==> src/rtl/mem_access_stage.sv <==
// rtl/mem_access_stage.sv - RV32IM MEM stage: data-memory req/ready port, store lane alignment, load extension, WB register; optional MEM_MISALIGN_TRAP_EN
module mem_access_stage #(
    parameter int ADDR_WIDTH = 32
) (
    input  logic                  CLK,
    input  logic                  RST,
    input  logic [31:0]           EX_ALU_RESULT,
    input  logic [31:0]           EX_READ_DATA2,
    input  logic [2:0]            EX_FUNC3,
    input  logic [4:0]            EX_RD,
    input  logic                  EX_WRITE_ENABLE,
    input  logic                  EX_DATA_MEM_SELECT,
    input  logic                  EX_MEM_READ,
    input  logic                  EX_MEM_WRITE,
    output logic [ADDR_WIDTH-1:0] DMEM_ADDR,
    output logic [31:0]           DMEM_WDATA,
    output logic [3:0]            DMEM_BYTE_EN,
    output logic                  DMEM_READ,
    output logic                  DMEM_WRITE,
    input  logic [31:0]           DMEM_RDATA,
    input  logic                  DMEM_READY,
    output logic [31:0]           MEM_RESULT,
    output logic [4:0]            MEM_RD,
    output logic                  MEM_WRITE_ENABLE,
    output logic                  MEM_STALL,
    output logic                  MEM_MISALIGN
);

    typedef enum logic {IDLE, ACCESS} state_t;

    state_t      state, state_next;
    logic [31:0] lat_addr, lat_data;
    logic [2:0]  lat_func3;
    logic [4:0]  lat_rd;
    logic        lat_we, lat_sel, lat_store;
    logic        mem_op, misalign, accept, misalign_q;
    logic [31:0] byte_shift, half_shift, load_ext;

    assign mem_op = EX_MEM_READ | EX_MEM_WRITE;

`ifdef MEM_MISALIGN_TRAP_EN
    // func3[1:0]: 00 byte, 01 half, anything else is a word access
    assign misalign = ((EX_FUNC3[1:0] == 2'b01) && EX_ALU_RESULT[0]) ||
                      (EX_FUNC3[1] && (EX_ALU_RESULT[1:0] != 2'b00));
`else
    assign misalign = 1'b0;
`endif

    assign accept       = (state == IDLE) && mem_op && !misalign;
    assign MEM_MISALIGN = misalign_q;

    always_ff @(posedge CLK or posedge RST) begin
        if (RST) state <= IDLE;
        else     state <= state_next;
    end

    // Memory port is driven only from the latched request, never from EX
    always_comb begin
        state_next   = state;
        MEM_STALL    = 1'b0;
        DMEM_ADDR    = '0;
        DMEM_WDATA   = '0;
        DMEM_BYTE_EN = 4'b0000;
        DMEM_READ    = 1'b0;
        DMEM_WRITE   = 1'b0;
        case (state)
            IDLE: begin
                if (accept) state_next = ACCESS;
            end
            ACCESS: begin
                if (DMEM_READY) state_next = IDLE;
                MEM_STALL  = 1'b1;
                DMEM_ADDR  = {lat_addr[ADDR_WIDTH-1:2], 2'b00};
                DMEM_READ  = !lat_store;
                DMEM_WRITE = lat_store;
                case (lat_func3[1:0])
                    2'b00: begin
                        DMEM_BYTE_EN = 4'b0001 << lat_addr[1:0];
                        DMEM_WDATA   = {4{lat_data[7:0]}};
                    end
                    2'b01: begin
                        DMEM_BYTE_EN = lat_addr[1] ? 4'b1100 : 4'b0011;
                        DMEM_WDATA   = {2{lat_data[15:0]}};
                    end
                    default: begin
                        DMEM_BYTE_EN = 4'b1111;
                        DMEM_WDATA   = lat_data;
                    end
                endcase
            end
            default: state_next = IDLE;
        endcase
    end

    assign byte_shift = DMEM_RDATA >> {lat_addr[1:0], 3'b000};
    assign half_shift = DMEM_RDATA >> {lat_addr[1], 4'b0000};

    always_comb begin
        case (lat_func3[1:0])
            2'b00:   load_ext = {{24{byte_shift[7] & ~lat_func3[2]}}, byte_shift[7:0]};
            2'b01:   load_ext = {{16{half_shift[15] & ~lat_func3[2]}}, half_shift[15:0]};
            default: load_ext = DMEM_RDATA;
        endcase
    end

    always_ff @(posedge CLK or posedge RST) begin
        if (RST) begin
            lat_addr         <= '0;
            lat_data         <= '0;
            lat_func3        <= '0;
            lat_rd           <= '0;
            lat_we           <= 1'b0;
            lat_sel          <= 1'b0;
            lat_store        <= 1'b0;
            misalign_q       <= 1'b0;
            MEM_RESULT       <= '0;
            MEM_RD           <= '0;
            MEM_WRITE_ENABLE <= 1'b0;
        end else begin
            misalign_q <= 1'b0;
            case (state)
                IDLE: begin
                    if (!mem_op) begin
                        MEM_RESULT       <= EX_ALU_RESULT;
                        MEM_RD           <= EX_RD;
                        MEM_WRITE_ENABLE <= EX_WRITE_ENABLE;
                    end else if (misalign) begin
                        misalign_q       <= 1'b1;
                        MEM_RESULT       <= EX_ALU_RESULT;
                        MEM_RD           <= EX_RD;
                        MEM_WRITE_ENABLE <= 1'b0;
                    end else begin
                        lat_addr         <= EX_ALU_RESULT;
                        lat_data         <= EX_READ_DATA2;
                        lat_func3        <= EX_FUNC3;
                        lat_rd           <= EX_RD;
                        lat_we           <= EX_WRITE_ENABLE;
                        lat_sel          <= EX_DATA_MEM_SELECT;
                        lat_store        <= EX_MEM_WRITE;
                        MEM_WRITE_ENABLE <= 1'b0;
                    end
                end
                ACCESS: begin
                    if (DMEM_READY) begin
                        if (!lat_store) begin
                            MEM_RESULT       <= lat_sel ? load_ext : lat_addr;
                            MEM_RD           <= lat_rd;
                            MEM_WRITE_ENABLE <= lat_we;
                        end else begin
                            MEM_WRITE_ENABLE <= 1'b0;
                        end
                    end
                end
                default: ;
            endcase
        end
    end

endmodule

==> config.mk <==
export PLATFORM = sky130hd
export DESIGN_NAME = mem_access_stage
export DESIGN_NICKNAME = d
export VERILOG_FILES = /design/src/rtl/mem_access_stage.sv
export SDC_FILE = /design/constraint.sdc
export NUM_CORES = 1
export LEC_CHECK = 0
export CAP_MARGIN = 20
export CORE_MARGIN = 2
export CORE_UTILIZATION = 42
export DETAILED_ROUTE_END_ITERATION = 10
export HOLD_SLACK_MARGIN = 0.05
export PLACE_DENSITY_LB_ADDON = 0.08
export SYNTH_ARGS = -nofsm -noshare
export SYNTH_HDL_FRONTEND = slang
export SYNTH_SLANG_ARGS = --single-unit
==> constraint.sdc <==
create_clock -name CLK -period 3.6 [get_ports CLK]
set_clock_uncertainty 0.15 [all_clocks]
set_input_delay 0.72 -clock CLK [delete_from_list [all_inputs] [get_ports CLK]]
set_output_delay 0.72 -clock CLK [all_outputs]
set_load 0.1 [all_outputs]
==> impl_metrics.csv <==
group,metric,value,unit
status,status,"complete, no violations",
critical_path,cp-end-kind,"primary output",
cells_and_area,syn2layout_area_growth,44.90,%
synthesis,synth_cells,596,
sta,final.period_utilization,89.25,%
placed_design,placed_cells,964,
hold_path,hp-class,"flip-flop to flip-flop",
critical_path,slowest_delay,0.85,ns
global_routing,grt_pass1_vias,5734,
cells_and_area,fin_nets,910,
sta,fin_crit,3.213,ns
synthesis,yosysWarnings,0,
critical_path,r2r-start,"lat_func3[1]$_DFFE_PP0P_",
cells_and_area,diodes,0,
critical_path,worst-path-max-fanout,37,
clock_network,cts_tree,"done",
synthesis,synth_top_cell_by_area,"dfrtp_1",
drt,post_drt_wl_per_cell,19.74,µm
clock_network,clock_path_buffers,2,
critical_path,cp_slowest_cell,"dfrtp_2",
sta,tightestPinTransition,0.9899,ns
clock_network,clock_tree.root_cell,"clkbuf_16",
drt,vias,5555,
floorplanning,fp.coreArea,14640,µm²
drt,firstDrtPassIters,4,
clock_network,cts_setup_buffers,0,
power_and_ir_drop,finalPower,8.647,mW
critical_path,cp_cell_sequence,"inv_1, nand2_1, nand2_1, a21oi_1, buf_12",
critical_path,rr_worst_depth,4,
synthesis,synthTopCellsByArea,"dfrtp_1 (45%), mux2_2 (13%), mux2i_1 (5.7%)",
power_and_ir_drop,p_leak,3.914,nW
synthesis,synth_edf_count,0,
hold_path,hold_depth,2,
synthesis,syn-cell-area,6356,µm²
critical_path,cpMostUsedCell,"nand2_1",
critical_path,crit_required,2.73,ns
placed_design,hpwl,14.27,mm
power_and_ir_drop,powerDensity,938.8,nW/µm²
global_routing,grt_pass1_wl,30.80,mm
power_and_ir_drop,vdd_drop_max,0.5054,mV
drt,totalWireLength,19.66,mm
floorplanning,rows,44,
cells_and_area,layoutNonFillerInstCount,996,
cells_and_area,layout_commonest_cell,"clkdlybuf4s50_1",
floorplanning,fp.dieW,127.0,µm
drt,drt-initial-drc-count,270,
hold_path,hold_path_end,"MEM_RD[1]$_DFFE_PP0P_",
placed_design,portBuffers,217,
global_routing,grt_max_degree,57,
clock_network,cts_resized,0,
synthesis,yosysSeqAreaShare,44.88,%
clock_network,clock_latency,0.42,ns
drt,vias_per_cell,5.577,
sta,slew_violations,0,
job,maxCapViolations,0,
synthesis,synth_area_per_cell,10.66,µm²
critical_path,r2r-end,"MEM_RESULT[3]$_DFFE_PP0P_",
hold_path,min-delay-start,"MEM_RD[1]$_DFFE_PP0P_",
sta,final.setup.tns,0,ns
floorplanning,start_util,43.40,%
clock_network,cts_sinks,114,
synthesis,synth_seq_cells,114,
critical_path,crit_path_start_kind,"flip-flop",
synthesis,synth_cell_type_count,45,
drt,drc,0,
synthesis,synth_top_area_share,44.88,%
critical_path,critPathTopFamily,"flip-flops",
sta,setup-violations-final,0,
floorplanning,io_pins,221,
critical_path,worst-path-buf-inv,2,
clock_network,cts_hold_buf,0,
cells_and_area,final_core_utilization,62.89,%
global_routing,grt_overflow,0,
sta,maxSlewHeadroom,33.80,%
floorplanning,die_height,127.0,µm
sta,timing.final.hold_violations,0,
cells_and_area,layout_common_cells,"clkdlybuf4s50_1 (137), dfrtp_1 (112), buf_4 (83)",
cells_and_area,fillers,1206,
floorplanning,dieArea,16130,µm²
placed_design,routabilityCongestion,0.8226,
sta,rsz0062_at_grt,"no",
synthesis,async_flop_share,100.0,%
cells_and_area,drive_gt1_share,29.93,%
critical_path,r2r_slack,0.75,ns
critical_path,critPathArrivalTime,2.34,ns
global_routing,track_usage,24.50,%
clock_network,clk_pin_slew,0.05,ns
clock_network,cts_max_level,4,
sta,max_freq,311.3,MHz
critical_path,criticalPathCategory,"flip-flop to primary output",
drt,antenna_left,0,
clock_network,cts_buffers,17,
synthesis,ys_dominant_reg_cell,"dfrtp_1",
global_routing,antenna_found_initial,0,
[Yosys cell counts (3+ instances only)]
cell type,number
a221oi_2,17
nor3_1,8
inv_1,5
buf_2,16
and2_1,40
a22oi_1,24
nor2b_1,3
a2111oi_0,6
nor2_1,63
mux2i_1,36
nand2_1,27
or3_1,16
buf_6,5
mux2_2,75
o22ai_1,7
clkbuf_1,18
and3_1,8
o21ai_0,31
a22o_1,8
buf_4,9
a221oi_1,6
dfrtp_1,114
a21oi_1,27
[worst max-delay path by stage]
stage / slack, ns / endpoint / cells past startpoint / start
2_1_floorplan: -0.40 / DMEM_BYTE_EN[3] / 4 / state$_DFF_PP0_
3_3_place_gp: 0.80 / MEM_RESULT[22]$_DFFE_PP0P_ / 6 / DMEM_READY
3_5_place_dp: 0.69 / MEM_RESULT[19]$_DFFE_PP0P_ / 6 / DMEM_READY
4_1_cts: 0.37 / DMEM_WDATA[9] / 5 / lat_func3[1]$_DFFE_PP0P_
5_1_grt: 0.24 / DMEM_WDATA[11] / 5 / lat_func3[1]$_DFFE_PP0P_
6_report: 0.39 / DMEM_WDATA[8] / 5 / lat_func3[1]$_DFFE_PP0P_
[layout make-up]
cell class,instances,area [µm²],area share [%]
sequential,114,2855,31.00
clock buffer,22,484.2,5.257
multi-input combinational,428,3249,35.28
inverter,6,26.28,0.2853
clock inverter,10,130.1,1.413
tap,184,230.2,2.500
timing repair buffer,232,2235,24.26
[metal layers]
| metal | vias to the layer above | wire length [µm] | global-route usage [%] |
|---|---|---|---|
| met5 | - | 0 | 0 |
| met3 | 35 | 1701 | 7.035 |
| li1 | 2566 | - | - |
| met1 | 2708 | 8374 | 32.07 |
| met2 | 246 | 9136 | 38.58 |
| met4 | 0 | 449 | 9.761 |
[through the flow]
step	hold WS (ns)	cell area (µm²)	setup slack, ns
finish	0.3292	9210	0.3872
detailed placement	0.3255	8596	0.6882
global route	0.3611	9210	0.2405
floorplan	0.3204	6394	-0.3971
global placement	0.3262	8596	0.7963
CTS	0.3376	9210	0.3701
[power by group]
group / internal [mW] / switching, mW
clock network: 1.15 / 0.581
logic: 1.30 / 3.61
registers: 1.66 / 0.335
total: 4.12 / 4.53
[logic make-up (layout without fill, tap and decap cells)]
kind of cell           Yosys count  count (layout)  share of synthesized area (%)
AND/OR/NAND/NOR                174             174                          13.86
AO/OA/AOI/OAI                  138             138                          16.79
flip-flops                     114             114                          44.88
multiplexers                   113             113                          19.67
buffers and inverters           56             270                          4.744
other                            1               3                        0.05900
[sequential cells by signal (all words and copies together), names as in the netlist]
signal / count
lat_we: 1
lat_rd: 5
lat_store: 1
state: 1
lat_data: 32
lat_func3: 3
MEM_WRITE_ENABLE: 1
lat_sel: 1
lat_addr: 32
MEM_RD: 5
MEM_RESULT: 32
[worst min-delay path, cell delays in order (launching register included)]
cell and delay, ns:
dfrtp_1 0.34, nand2_1 0.04, o21ai_0 0.06
Note: power is estimated with default switching activity, not from simulation.
==> variant 1, RTL diff (config.mk and constraints unchanged) <==
The option `MEM_MISALIGN_TRAP_EN` is turned on by a define.
--- a/src/rtl/mem_access_stage.sv
+++ b/src/rtl/mem_access_stage.sv
@@ -1,2 +1,4 @@
 // rtl/mem_access_stage.sv - RV32IM MEM stage: data-memory req/ready port, store lane alignment, load extension, WB register; optional MEM_MISALIGN_TRAP_EN
+`define MEM_MISALIGN_TRAP_EN
+
 module mem_access_stage #(
Check against the original RTL: not equivalent (Yosys sat finds a counterexample within 4 cycles, from zero or initial values and one cycle with RST high).
==> variant 1 against the unedited design <==
  * First-iteration DRC count up 66%
  * Design area rose by 1.1%
  * Critical endpoint is now DMEM_WDATA[11]
  * Synthesized area increased by 0.14%
  * Sequential power hardly changed
  * Worst setup slack improved by 18 ps
  * Sequential cell count grew 1
  * Total power is 2.6% lower
  * Register-to-register slack improved by 220 ps
  * Routed wire length up 8.4%
  * Largest cell class unchanged
==> variant 1: results (changes against the unedited design) <==
[worst_setup_path]
worst_r2r_startpoint=state
cp_data_arrival_time_ps=2320  ; -20 ps
r2r_cells=6  ; +2
critical_path_s_largest_stage_delay_ps=700  ; -150 ps
crit_slowest_cell=nor2_1
critical-path-top-delay-family=simple AND/OR/NAND/NOR gates
regToRegSetupSlack_ps=970  ; +220 ps
critical_path_peak_fanout=11  ; -70%

[detailed_routing]
drt_iter0_markers=447  ; +66%
drt_first_pass_iters=5  ; +1
met1Wirelength_mm=8.59  ; +2.5%
vias=6304  ; +13%
top_signal_layer_used=met4
avgRoutedWirePerCell_um=18.2  ; -8.1%
met3WireLength_mm=1.79  ; +5.1%
met2_length_mm=10.4  ; +14%

[finish]
drive_gt1_frac=0.177  ; -0.122
antennaDiodeCount=0  ; unchanged
nFillCells=1275  ; +5.7%
nets=1088  ; +20%
top_regs=MEM_RESULT (32), lat_addr (32), lat_data (32)
layoutNonFillerInstCount=1174  ; +18%

[synthesis]
synth.yosys.warnings=0  ; unchanged
synth_cell_types=46  ; +2.2%
synth-async-reset-ratio=1.00  ; unchanged
synth_sequential_area_ratio=0.452  ; +0.00331
syn_inst=781  ; +31%
yosys-top-cells-count=275 x nand2_1, 115 x dfrtp_1, 49 x a21oi_1
synth_flop_cell=dfrtp_1
yosys-top-cells-area=dfrtp_1 45%, nand2_1 16%, and2_1 4.5%

[worst_hold_path]
worst_hold_startpoint=lat_addr[5]
min_delay_path_depth=2  ; unchanged
timing.hold.worst_endpoint=lat_addr[5]

[pwr]
ir_drop_v=0.000515  ; +1.8%
power_frac_comb=0.560  ; -0.008
p_leak_uw=0.00426  ; +9.0%
power.clock.fraction=0.202
internal-power_uw=3970  ; -3.6%

[grt]
vias_in_the_first_global_route=6196  ; +8.1%
groute.usage.overall=0.269  ; +0.0245
grt_pass1_wl_mm=34.0  ; +10%
grt_start_max_net_pins=116  ; +100%

[outcome]
run_status=completed

[cts]
clock_tree.root_cell=clkbuf_16
h-tree-depth=4  ; unchanged
clock_path_buffers=2  ; unchanged
clock_insertion_delay_worst_skew_ps=410
cts-buffers-inserted=17  ; unchanged
cts-resized-gates=0  ; unchanged

[placement]
gpl.final_weighted_congestion=0.876  ; +6.5%
dpl-instance-area_um2=8720  ; +1.4%
detailed_place_hpwl_mm=14.5  ; +1.7%
buffer_ports.inserted=218  ; +0.46%
placement.setup.worst_slack_ps=678  ; -9.90 ps

[sta]
tightestPinTransition_ps=987  ; -3.28 ps

## variant 1: layout make-up
type	instances	area, um2	share of cell area
flip-flops and latches	115	2880	0.309
multi-input cells	597	3260	0.350
repair buffers	235	2300	0.247
clock inverters	13	160	0.0172
clock buffers	19	433	0.0465
inverters	11	45.0	0.00484
well taps	184	230	0.0247
## variant 1: tightest hold or removal path, delay by kind of cell (launching register included)
| family | cells | cell delay (ps) |
|---|---|---|
| DFF | 1 | 330 |
| and+or+nand+nor | 2 | 110 |
## variant 1: logic make-up (layout without fill, tap and decap cells)
family / count (synthesis) / in the layout / share of synthesized area
AO/OA/AOI/OAI: 166 / 166 / 0.183
buffers and inverters: 70 / 278 / 0.0482
flip-flops: 115 / 115 / 0.452
multiplexers: 28 / 28 / 0.0464
other: 1 / 2 / 0.000589
AND/OR/NAND/NOR: 401 / 401 / 0.270
## variant 1: metrics by stage
step	power, uW	hold slack, ps
2_1_floorplan	5500	287
3_3_place_gp	6700	299
3_5_place_dp	6740	304
4_1_cts	8460	318
5_1_grt	8800	341
6_report	8420	313
## variant 1: worst max-delay path by stage
stage / from / depth (start not counted) / slack [ps] / endpoint
6_report: lat_func3[0] / 4 / 410 / DMEM_WDATA[11]
5_1_grt: lat_func3[0] / 4 / 210 / DMEM_WDATA[9]
4_1_cts: lat_func3[0] / 4 / 410 / DMEM_WDATA[11]
3_5_place_dp: EX_MEM_WRITE / 5 / 680 / MEM_RESULT[27]
3_3_place_gp: EX_MEM_WRITE / 6 / 740 / MEM_RESULT[5]
2_1_floorplan: state / 5 / -430 / DMEM_BYTE_EN[3]
## variant 1: per-layer routing
metal / up-vias / global-route usage
met5: - / 0
met4: 0 / 0.0924
met3: 38 / 0.0766
met2: 273 / 0.446
met1: 2953 / 0.341
li1: 3040 / -
==> variant 2, RTL diff (same flow settings) <==
Without the edit above. Make the reset (`RST`) synchronous in 2 clocked blocks.
--- a/src/rtl/mem_access_stage.sv
+++ b/src/rtl/mem_access_stage.sv
@@ -51,3 +51,3 @@
 
-    always_ff @(posedge CLK or posedge RST) begin
+    always_ff @(posedge CLK) begin
         if (RST) state <= IDLE;
@@ -105,3 +105,3 @@
 
-    always_ff @(posedge CLK or posedge RST) begin
+    always_ff @(posedge CLK) begin
         if (RST) begin
Formal check against the unedited RTL: differs if RST is asserted again (counterexample within 4 cycles, from zero or initial values and one cycle with RST high); with RST held inactive, the same outputs for 4 cycles.
==> variant 2 against the unedited design <==
  * Design area is essentially flat
  * Worst setup slack got worse by 5.2 ps
  * Synthesized area down 1.2%
  * Maximum frequency decreased by 0.16%
  * Sequential cell count did not move
  * Routed wire length up 9.6%
Power is not compared: it rests on default switching activity, and its combinational part moved more than twofold at a synthesized area within 25%.
==> variant 2: results (changes against the unedited design) <==
[synthesis]
synth_sequential_area_ratio=0.364  ; -0.0853
yosys-top-cells-area=dfxtp_1 36%, nand2_1 11%, a21oi_1 9.6%
synth_cell_types=50  ; +11%
synth.yosys.warnings=0  ; unchanged
yosys-top-cells-count=190 x nand2_1, 121 x a21oi_1, 114 x dfxtp_1
synth-async-reset-ratio=0  ; -1.00
syn_inst=831  ; +39%
synth_flop_cell=dfxtp_1

[finish]
drive_gt1_frac=0.170  ; -0.129
top_regs=MEM_RESULT (32), lat_addr (32), lat_data (32)
nFillCells=1266  ; +5.0%
nets=1116  ; +23%
antennaDiodeCount=0  ; unchanged

[placement]
detailed_place_hpwl_mm=15.1  ; +5.5%
buffer_ports.inserted=217  ; unchanged
dp_cells=1170  ; +21%
gpl.final_weighted_congestion=0.840  ; +2.1%

[pwr]
ir_drop_v=0.000371
p_leak_uw=0.00351
internal-power_uw=2930

[grt]
groute.usage.overall=0.264  ; +0.0186
vias_in_the_first_global_route=6179  ; +7.8%
grt_pass1_wl_mm=33.4  ; +8.4%
grt_start_max_net_pins=64  ; +12%
grt_antenna_before_repair=0  ; unchanged

[detailed_routing]
drt_iter0_markers=520  ; +93%
routed_via_density=5.54  ; -0.65%
avgRoutedWirePerCell_um=17.9  ; -9.1%
drt_first_pass_iters=7  ; +3
route.final.wire_length_mm=21.6  ; +9.6%

[cts]
clock_insertion_delay_worst_skew_ps=410
clock_path_buffers=2  ; unchanged
cts.reportedPaths.clkPinSlew_ps=50  ; about the same
clock_tree.root_cell=clkbuf_16
h-tree-depth=4  ; unchanged
cts_setup_buffers=0  ; unchanged
cts-resized-gates=0  ; unchanged
cts-buffers-inserted=17  ; unchanged

[sta]
tightestPinTransition_ps=968  ; -21.4 ps

[outcome]
run_status=completed

[worst_hold_path]
timing.hold.worst.class=reg2reg

[worst_setup_path]
critical_path_peak_fanout=19  ; -49%

## variant 2: routing by layer
layer  GRT usage  up-vias  wire (um)  share of wire
met5           0        -          0              0
met4      0.0698        0        385          0.018
met3      0.0828       30       1840          0.085
met2       0.415      282      10000           0.46
met1       0.351     3104       9330           0.43
li1            -     3239          -              -
## variant 2: worst paths after layout
path                      from         endpoint  slack [ps]  depth (start not counted)
hold reg to reg   lat_data[18]     lat_data[18]         300                          2
hold / removal    lat_data[18]     lat_data[18]         300                          2
setup reg to reg   lat_addr[1]   MEM_RESULT[28]        1050                          4
setup / recovery  lat_func3[0]  DMEM_BYTE_EN[0]         380                          4
## variant 2: logic make-up after synthesis
group,synth area share
flops,0.364
compound gates,0.272
buf+inv,0.0630
simple gates,0.247
other cells,0.000597
mux,0.0542
## variant 2: critical path: stages, from the launching register on
cell and delay [ps]:
dfxtp_1 900, nand2b_1 430, a21oi_1 150, nor2_1 230, buf_12 220
## variant 2: cell type report
type                            instances  area share
Clock buffer                           27      0.0568
Clock inverter                          4     0.00761
Inverter                                4     0.00163
Multi-Input combinational cell        633       0.394
Sequential cell                       114       0.249
Tap cell                              184      0.0250
Timing Repair Buffer                  235       0.267
## variant 2: through the flow
| stage | setup slack, ps | util | area, um2 | power [uW] |
|---|---|---|---|---|
| 2_1_floorplan | -356 | - | 6280 | 2430 |
| 3_3_place_gp | 686 | 0.591 | 8620 | 2870 |
| 3_5_place_dp | 640 | 0.591 | 8620 | 2880 |
| 4_1_cts | 406 | 0.631 | 9210 | 4560 |
| 5_1_grt | 289 | 0.631 | 9210 | 4700 |
| 6_report | 382 | 0.631 | 9210 | 4540 |
## variant 2: power by group through the flow
stage	Combinational, uW	Clock, uW	Sequential [uW]
5_1_grt	1470	1760	1480
4_1_cts	1390	1700	1460
6_report	1390	1680	1470
3_3_place_gp	1380	0	1490
2_1_floorplan	716	0	1710
3_5_place_dp	1390	0	1490
